File: src/rtl/dmem_pkg.sv
// dmem_pkg: shared widths, sizes and FSM encoding for the block data memory
package dmem_pkg;
  localparam int BLOCK_ADDR_W = 6;
  localparam int BLOCK_W = 32;
  localparam int NUM_BLOCKS = 64;
  localparam int CNT_W = 4;
  localparam int DEFAULT_LATENCY = 5;
  typedef enum logic [1:0] {
    IDLE = 2'b00,
    BUSY = 2'b01,
    DONE = 2'b10
  } state_t;
endpackage

File: src/rtl/dmem_latency_counter.sv
// dmem_latency_counter: counts service edges, flags when LATENCY is reached
module dmem_latency_counter
  import dmem_pkg::*;
#(
  parameter int LATENCY = DEFAULT_LATENCY
) (
  input  logic clock,
  input  logic reset,
  input  logic load,
  input  logic inc,
  output logic tc
);
  logic [CNT_W-1:0] count;
  // load starts a transaction at 1, inc advances while in service
  always_ff @(posedge clock or posedge reset) begin
    if (reset) count <= '0;
    else count <= load ? CNT_W'(1) : inc ? count + CNT_W'(1) : count;
  end
  assign tc = count == CNT_W'(LATENCY);
endmodule

File: src/rtl/block_data_memory.sv
// block_data_memory: 64 x 32-bit block memory answering the data cache with a fixed-latency busywait
module block_data_memory
  import dmem_pkg::*;
#(
  parameter int LATENCY = DEFAULT_LATENCY,
  parameter int NUM_BLOCKS = dmem_pkg::NUM_BLOCKS
) (
  input  logic                    clock,
  input  logic                    reset,
  input  logic                    mem_read,
  input  logic                    mem_write,
  input  logic [BLOCK_ADDR_W-1:0] mem_address,
  input  logic [BLOCK_W-1:0]      mem_writedata,
  output logic [BLOCK_W-1:0]      mem_readdata,
  output logic                    mem_busywait
);
  state_t state;
  logic req, tc, wr_q;
  logic [BLOCK_ADDR_W-1:0] addr_q;
  logic [BLOCK_W-1:0] data_q;
  logic [BLOCK_W-1:0] mem [NUM_BLOCKS];
  assign req = mem_read | mem_write;
  assign mem_busywait = !reset && (state == BUSY || (state == IDLE && req));
  dmem_latency_counter #(.LATENCY(LATENCY)) u_cnt (
    .clock(clock),
    .reset(reset),
    .load (state == IDLE && req),
    .inc  (state == BUSY && !tc),
    .tc   (tc)
  );
  // accept a request in IDLE, complete the latched op at terminal count, hold DONE one cycle
  always_ff @(posedge clock or posedge reset) begin
    if (reset) begin
      state <= IDLE;
      wr_q <= 1'b0;
      addr_q <= '0;
      data_q <= '0;
      mem_readdata <= '0;
      for (int i = 0; i < NUM_BLOCKS; i++) mem[i] <= '0;
    end else begin
      case (state)
        IDLE: if (req) begin
          addr_q <= mem_address;
          data_q <= mem_writedata;
          wr_q <= mem_write;
          state <= BUSY;
        end
        BUSY: if (tc) begin
          if (wr_q) mem[addr_q] <= data_q;
          else mem_readdata <= mem[addr_q];
          state <= DONE;
        end
        default: state <= IDLE;
      endcase
    end
  end
endmodule

File: config.mk
export PLATFORM = sky130hd
export DESIGN_NAME = block_data_memory
export DESIGN_NICKNAME = d
export VERILOG_FILES = /design/src/rtl/dmem_pkg.sv /design/src/rtl/dmem_latency_counter.sv /design/src/rtl/block_data_memory.sv
export SDC_FILE = /design/constraint.sdc
export NUM_CORES = 2
export LEC_CHECK = 0
export ABC_AREA = 1
export BUFFER_PORTS_ARGS = -buffer_cell sky130_fd_sc_hd__buf_2
export CORE_MARGIN = 1
export CORE_UTILIZATION = 55
export DETAILED_ROUTE_END_ITERATION = 6
export PLACE_DENSITY = 0.82
export SLEW_MARGIN = 20
export SYNTH_ARGS = -nofsm -noshare
export SYNTH_HDL_FRONTEND = slang
export SYNTH_SLANG_ARGS = --single-unit
File: constraint.sdc
create_clock -name clock -period 76.7 [get_ports clock]
set_clock_uncertainty 0.05 [all_clocks]
set_input_delay 3.835 -clock clock [delete_from_list [all_inputs] [get_ports clock]]
set_output_delay 3.835 -clock clock [all_outputs]
set_load 0.01 [all_outputs]
# [After elaboration in Yosys (flattened, before gate mapping)]
# Cells that the tools add are included.
[totals] ff_bits=2125 latch_bits=0 ram_bits=0 romBits=0 input_bits=42 memories=0
[op_classes] addsub=1 n_mul=0 div=0 n_lt_le_gt_ge=2 n_eq_ne=4 n_shift=0 mux=11 bitwise=3 n_reduce_logical=13
[op_table] operator="bitwise mux 2048 bit" n=1
[op_table] operator="binary-select mux 32 bit (select 6 bit)" n=1
[op_table] operator="demux 32 bit (select 6 bit)" n=1
[op_table] operator="2-to-1 mux 32 bit" n=3
[op_table] operator="2-to-1 mux 4 bit" n=2
[op_table] operator=">= comparator 7 bit, second input constant" n=1
[op_table] operator="less-than comparator 7 x 1 -> 1 bit, second input constant" n=1
[op_table] operator="inverter 6 -> 7 bit" n=1
[op_table] operator="AND reduction 3 bit" n=2
[op_table] operator="adder 4 x 1 -> 4 bit, second input constant" n=1
[op_table] operator="equality test 4 x 3 -> 1 bit, second input constant" n=1
[op_table] operator="logical AND 1 bit" n=4
[op_table] operator="2-to-1 mux 2 bit" n=2
[op_table] operator="!= test 2 bit, second input constant" n=2
[op_table] operator="one-hot mux 2 bit (2 select lines)" n=1
[op_table] operator="AND reduction 2 bit" n=2
[op_table] operator="equality test 2 x 1 -> 1 bit, second input constant" n=1
[op_table] operator="zero test 1 bit" n=2
[op_table] operator="zero test 2 bit" n=1
[op_table] operator="nonzero test 2 bit" n=1
[op_table] operator="logical OR 1 bit" n=1
[op_table] operator="inverter 1 bit" n=1
[op_table] operator="OR 1 bit" n=1

# [Logic depth before layout (Yosys ltp)]
[depth] depth_word=6 mapped_depth=17 ltp_nobuf=13

# [Modules after synthesis]
# From an unflattened synthesis, not the netlist that was laid out.
[hier_totals] cells_unflattened=13472 hier_area_um2=98813.5
[by_module_without_submodules] module="block_data_memory" instances=1 cells_each=13445 area_each_um2=98597.1 seq_area_each_um2=53075.9
[by_module_without_submodules] module="dmem_latency_counter" instances=1 cells_each=27 area_each_um2=216.5 seq_area_each_um2=100.1

# [Worst setup path before layout]
# No wires, ideal clock.
[synth_timing] path_kind="input -> output" startpoint="input port mem_write" endpoint="output port mem_busywait" arrival_ps=4152 t_required_ps=72815 setup_slack_ps=68663 stages=2 n_path_buf=0 cell_sequence="o21ai_0 a21oi_1"
[synth_between] elab_chain_len=4
[synth_rtl] element="from (decl)" line_no="block_data_memory.sv:11" rtl="input logic mem_write,"
[synth_rtl] element="OR 1 bit" line_no="block_data_memory.sv:22" rtl="assign req = mem_read | mem_write;"
[synth_rtl] element="logical AND 1 bit" line_no="block_data_memory.sv:23" rtl="assign mem_busywait = !reset && (state == BUSY || (state == IDLE && req));"
[synth_rtl] element="logical OR 1 bit" line_no="block_data_memory.sv:23"
[synth_rtl] element="logical AND 1 bit" line_no="block_data_memory.sv:23"
[synth_rtl] element="to (decl)" line_no="block_data_memory.sv:15" rtl="output logic mem_busywait"
# Every way passes these cells.

# [Final worst setup path]
# Ends and elaborated chain as after synthesis.

==> impl_results.rst <==
.. list-table::
   :header-rows: 1

   * - Metric
     - Value
   * - Uppermost routed layer
     - met5
   * - Violated checks
     - design-rule violations
   * - Final net count
     - 12935
   * - Synthesis-to-layout area growth
     - 8.12%
   * - Top cells by area, synth
     - dfrtp_1 54%, nand2_1 30%, o21ai_0 9.6%, clkbuf_1 3.6%, o21ai_1 1.0%
   * - Critical path, cell by cell
     - buf_2 -> o21ai_0 -> a21oi_1 -> buf_2
   * - Skew-Pair Late Insertion Delay
     - 0.87 ns
   * - First-pass GRT wire length
     - 460000 um
   * - Die Wd
     - 426 um
   * - Worst-path fanout max
     - 2
   * - Sink Count
     - 2125
   * - CTS tree
     - built
   * - Slack of the worst reg-to-reg path
     - 71.47 ns
   * - CP required
     - 72.82 ns
   * - Largest voltage drop on the vdd net
     - 35.5 uV
   * - Final setup TNS
     - 0 ns
   * - DPL Wire Length
     - 155000 um
   * - Critical path type
     - in -> out
   * - Cell depth of the worst setup path
     - 4
   * - Met2 layer wire length in the routed design
     - 129000 um
   * - # fillers
     - 15265
   * - Number of distinct library cell variants in the gate-level netlist after synthesis
     - 28
   * - Full die area
     - 182000 um2
   * - Drt total wl
     - 290000 um
   * - Least setup slack across all paths after layout
     - 68.25 ns
   * - Clock Power Share
     - 34.2%
   * - Main combinational cell family by area after synthesis
     - simple AND/OR/NAND/NOR gates
   * - Worst Hold Path Cells
     - 2
   * - Number of vias per cell
     - 5.62
   * - Via count of the first global-routing pass
     - 81864
   * - Slowest stage delay, CP
     - 0.34 ns
   * - Max cap viols
     - 0
   * - Avg Synthesized Cell Area
     - 7.34 um2
   * - Crit start category
     - input pin
   * - Total overflow reported by the global router
     - 0
   * - Transition time at the pin with the least slew margin
     - 1.26 ns
   * - R2r endpoint
     - mem_readdata[2]
   * - Int Pwr
     - 1.90 mW
   * - Maximum number of pins on one net before global-route repair
     - 204
   * - Violation count after the first detailed-routing iteration
     - 10394
   * - Vias
     - 86686
   * - Share of the clock period used by the worst path
     - 11.0%
   * - Post-layout instance count excluding filler cells
     - 15421
   * - Aggregate global-route resource usage
     - 32.2%
   * - Leading cell types in the layout, fill and taps excluded
     - 7823 x nand2_1, 2122 x dfrtp_1, 1892 x o21ai_0, 212 x clkbuf_16, 207 x o21ai_1
   * - Final hold viol count
     - 0
   * - Power density of the placed cells
     - 29.1 nW/um2
   * - Die H
     - 426 um
   * - CP max stage cell
     - o21ai_0
   * - Number of placed instances with taps included
     - 15033
   * - Switch Pwr
     - 1.21 mW
   * - Hold Path End
     - mem[1879]
   * - Total power
     - 3.11 mW
   * - Count of buffer and inverter cells on the critical path
     - 2
   * - Crit path DAT
     - 4.56 ns
   * - Num CTS Buffers
     - 211
   * - Fraction of final layout cells with drive strength greater than 1
     - 5.40%
   * - CTS Hold Buffers Added
     - 0
   * - Sequential fraction of design power
     - 39.3%
   * - Crit path capture type
     - primary output
   * - Asr flop ratio synth
     - 100%
   * - Clock transition at the registers of the reported paths
     - 0.06 ns
   * - Residual antenna-violating net count after detailed routing
     - 0
   * - Postcts setup bufs
     - 0
   * - Setup slack after placement
     - 68.25 ns
   * - CTS Buffer Depth
     - 3
   * - Fraction of synthesized cell area in xor and xnor cells
     - 0.00885%
   * - Routed WL per cell
     - 18.8 um
   * - Worst Reg2Reg Path Length in Cells
     - 14
   * - Multiplexer area fraction after synthesis
     - 0%
   * - Buffers added on ports
     - 74
   * - RSZ-0062 raised after global routing
     - false
   * - H-tree depth
     - 4
   * - GP Congestion
     - 0.906
   * - Yosys warning total
     - 0
   * - Placeable core region
     - 179000 um2
   * - Simple-gate share of the synthesized area
     - 30.8%
   * - Io pins
     - 75
   * - Outcome
     - complete, but fails checks
   * - Largest area contributor in the synthesized netlist
     - dfrtp_1
   * - Met3 Wirelength
     - 30300 um
   * - Fraction of the mapped netlist area in adder cells
     - 0.0253%
   * - Instance area after placement
     - 99800 um2
   * - Hold/Removal Path Class
     - reg -> reg
   * - Final hold slack
     - 0.432 ns
   * - Proportion of netlist area held by the largest area contributor
     - 53.7%
   * - Maximum frequency from static timing analysis
     - 118 MHz
   * - Number of gates resized after cts
     - 0
   * - Shortest clock period the worst path allows after layout
     - 8.45 ns
   * - Flip-flop and latch count after synthesis
     - 2125
   * - Switching Fraction
     - 38.8%
   * - Worst Hold Launch
     - mem[1879]
   * - Antenna violations before repair
     - 7
   * - Logic pwr share
     - 26.5%
   * - Most frequent standard cell in the layout excluding fill and tap cells
     - nand2_1
   * - Static Leak
     - 55.4 nW
   * - Most used flip-flop cell after synthesis
     - dfrtp_1
   * - Cell chosen for the clock root
     - clkbuf_16
   * - Number of synthesized flops with an enable pin
     - 0
   * - Final count of pins violating max slew
     - 0
   * - Post-synthesis cell count
     - 13488
   * - Starting density of the core
     - 55.4%
   * - Final instance area
     - 107000 um2
   * - Complex-gate fraction of the synthesized area
     - 10.7%
   * - DR DRC count
     - 5
   * - Worst slew margin
     - 16.0%
   * - Combined area of all synthesized cells
     - 98900 um2
   * - Synth Net Count
     - 13532
   * - Kind of cell adding the most delay to the critical path
     - compound AO/OA/AOI/OAI gates
   * - Detailed-routing wirelength on met1
     - 115000 um
   * - Register area share after synthesis
     - 53.7%
   * - Utilization after layout
     - 59.9%
   * - Reg-to-reg critical path startpoint
     - addr_q[1]
   * - Cell row count
     - 155
   * - Cell occurring most often along the worst timing path
     - buf_2
   * - Initial DRT Pass Iterations
     - 7
   * - Number of setup violations in the final report
     - 0
==> synth_stat cells (2+ instances only) <==
| cell | n |
|---|---|
| a21oi_1 | 11 |
| buf_1 | 25 |
| buf_2 | 68 |
| clkbuf_1 | 958 |
| dfrtp_1 | 2125 |
| ha_1 | 2 |
| inv_1 | 155 |
| nand2_1 | 7840 |
| nand2_2 | 48 |
| nand3_1 | 47 |
| nor2_1 | 76 |
| nor3_1 | 9 |
| nor3_2 | 2 |
| nor4_4 | 6 |
| o211ai_1 | 4 |
| o21ai_0 | 1892 |
| o21ai_1 | 207 |
| or2_2 | 3 |
==> area by class of cell <==
type	count	area (um2)	share of cell area [%]
antenna	3	7.51	0.00702
clock buffer	318	6280	5.87
clock inverter	67	866	0.809
inverter	157	619	0.579
multi-input combinational	10154	41300	38.6
sequential	2125	53200	49.7
tap	2355	2950	2.75
timing repair buffer	242	1810	1.69
==> tightest hold or removal path: cells and delay by family, from the launching register on <==
| family | cells | cell delay, ns |
|---|---|---|
| flops | 1 | 0.34 |
| compound gates | 1 | 0.06 |
| simple gates | 1 | 0.05 |
==> how the worst max path moves through the flow <==
stage / start / endpoint / slack, ns
floorplan: reset / addr_q[0] / 12.78
global placement: mem_write / mem_busywait / 68.23
detailed placement: mem_write / mem_busywait / 68.25
CTS: mem_write / mem_busywait / 68.25
global route: mem_write / mem_busywait / 68.18
finish: mem_write / mem_busywait / 68.25
==> kinds of logic after synthesis <==
logic type | after synthesis
AO/OA/AOI/OAI | 2117
flip-flops | 2125
XOR/XNOR | 1
adder cells (fa/ha/maj) | 2
AND/OR/NAND/NOR | 8034
buffers and inverters | 1209
==> metal layers <==
metal,track usage [%],vias to the layer above
met4,17.0,6
met3,6.65,697
met1,43.2,41035
met5,0,-
li1,-,40717
met2,49.5,4231
==> power groups by stage <==
stage / registers, mW / clock network (mW) / logic [mW]
global route: 1.23 / 1.12 / 0.858
floorplan: 1.23 / 0 / 0.494
finish: 1.22 / 1.06 / 0.824
detailed placement: 1.24 / 0 / 0.792
CTS: 1.22 / 1.07 / 0.796
global placement: 1.24 / 0 / 0.787
==> registers in the layout, summed over array words and instances (netlist names) <==
| signal | flops |
|---|---|
| wr_q | 1 |
| mem | 2048 |
| data_q | 32 |
| u_cnt.count | 4 |
| mem_readdata | 32 |
| addr_q | 6 |
| state | 2 |
(Power assumes the default switching activity.)
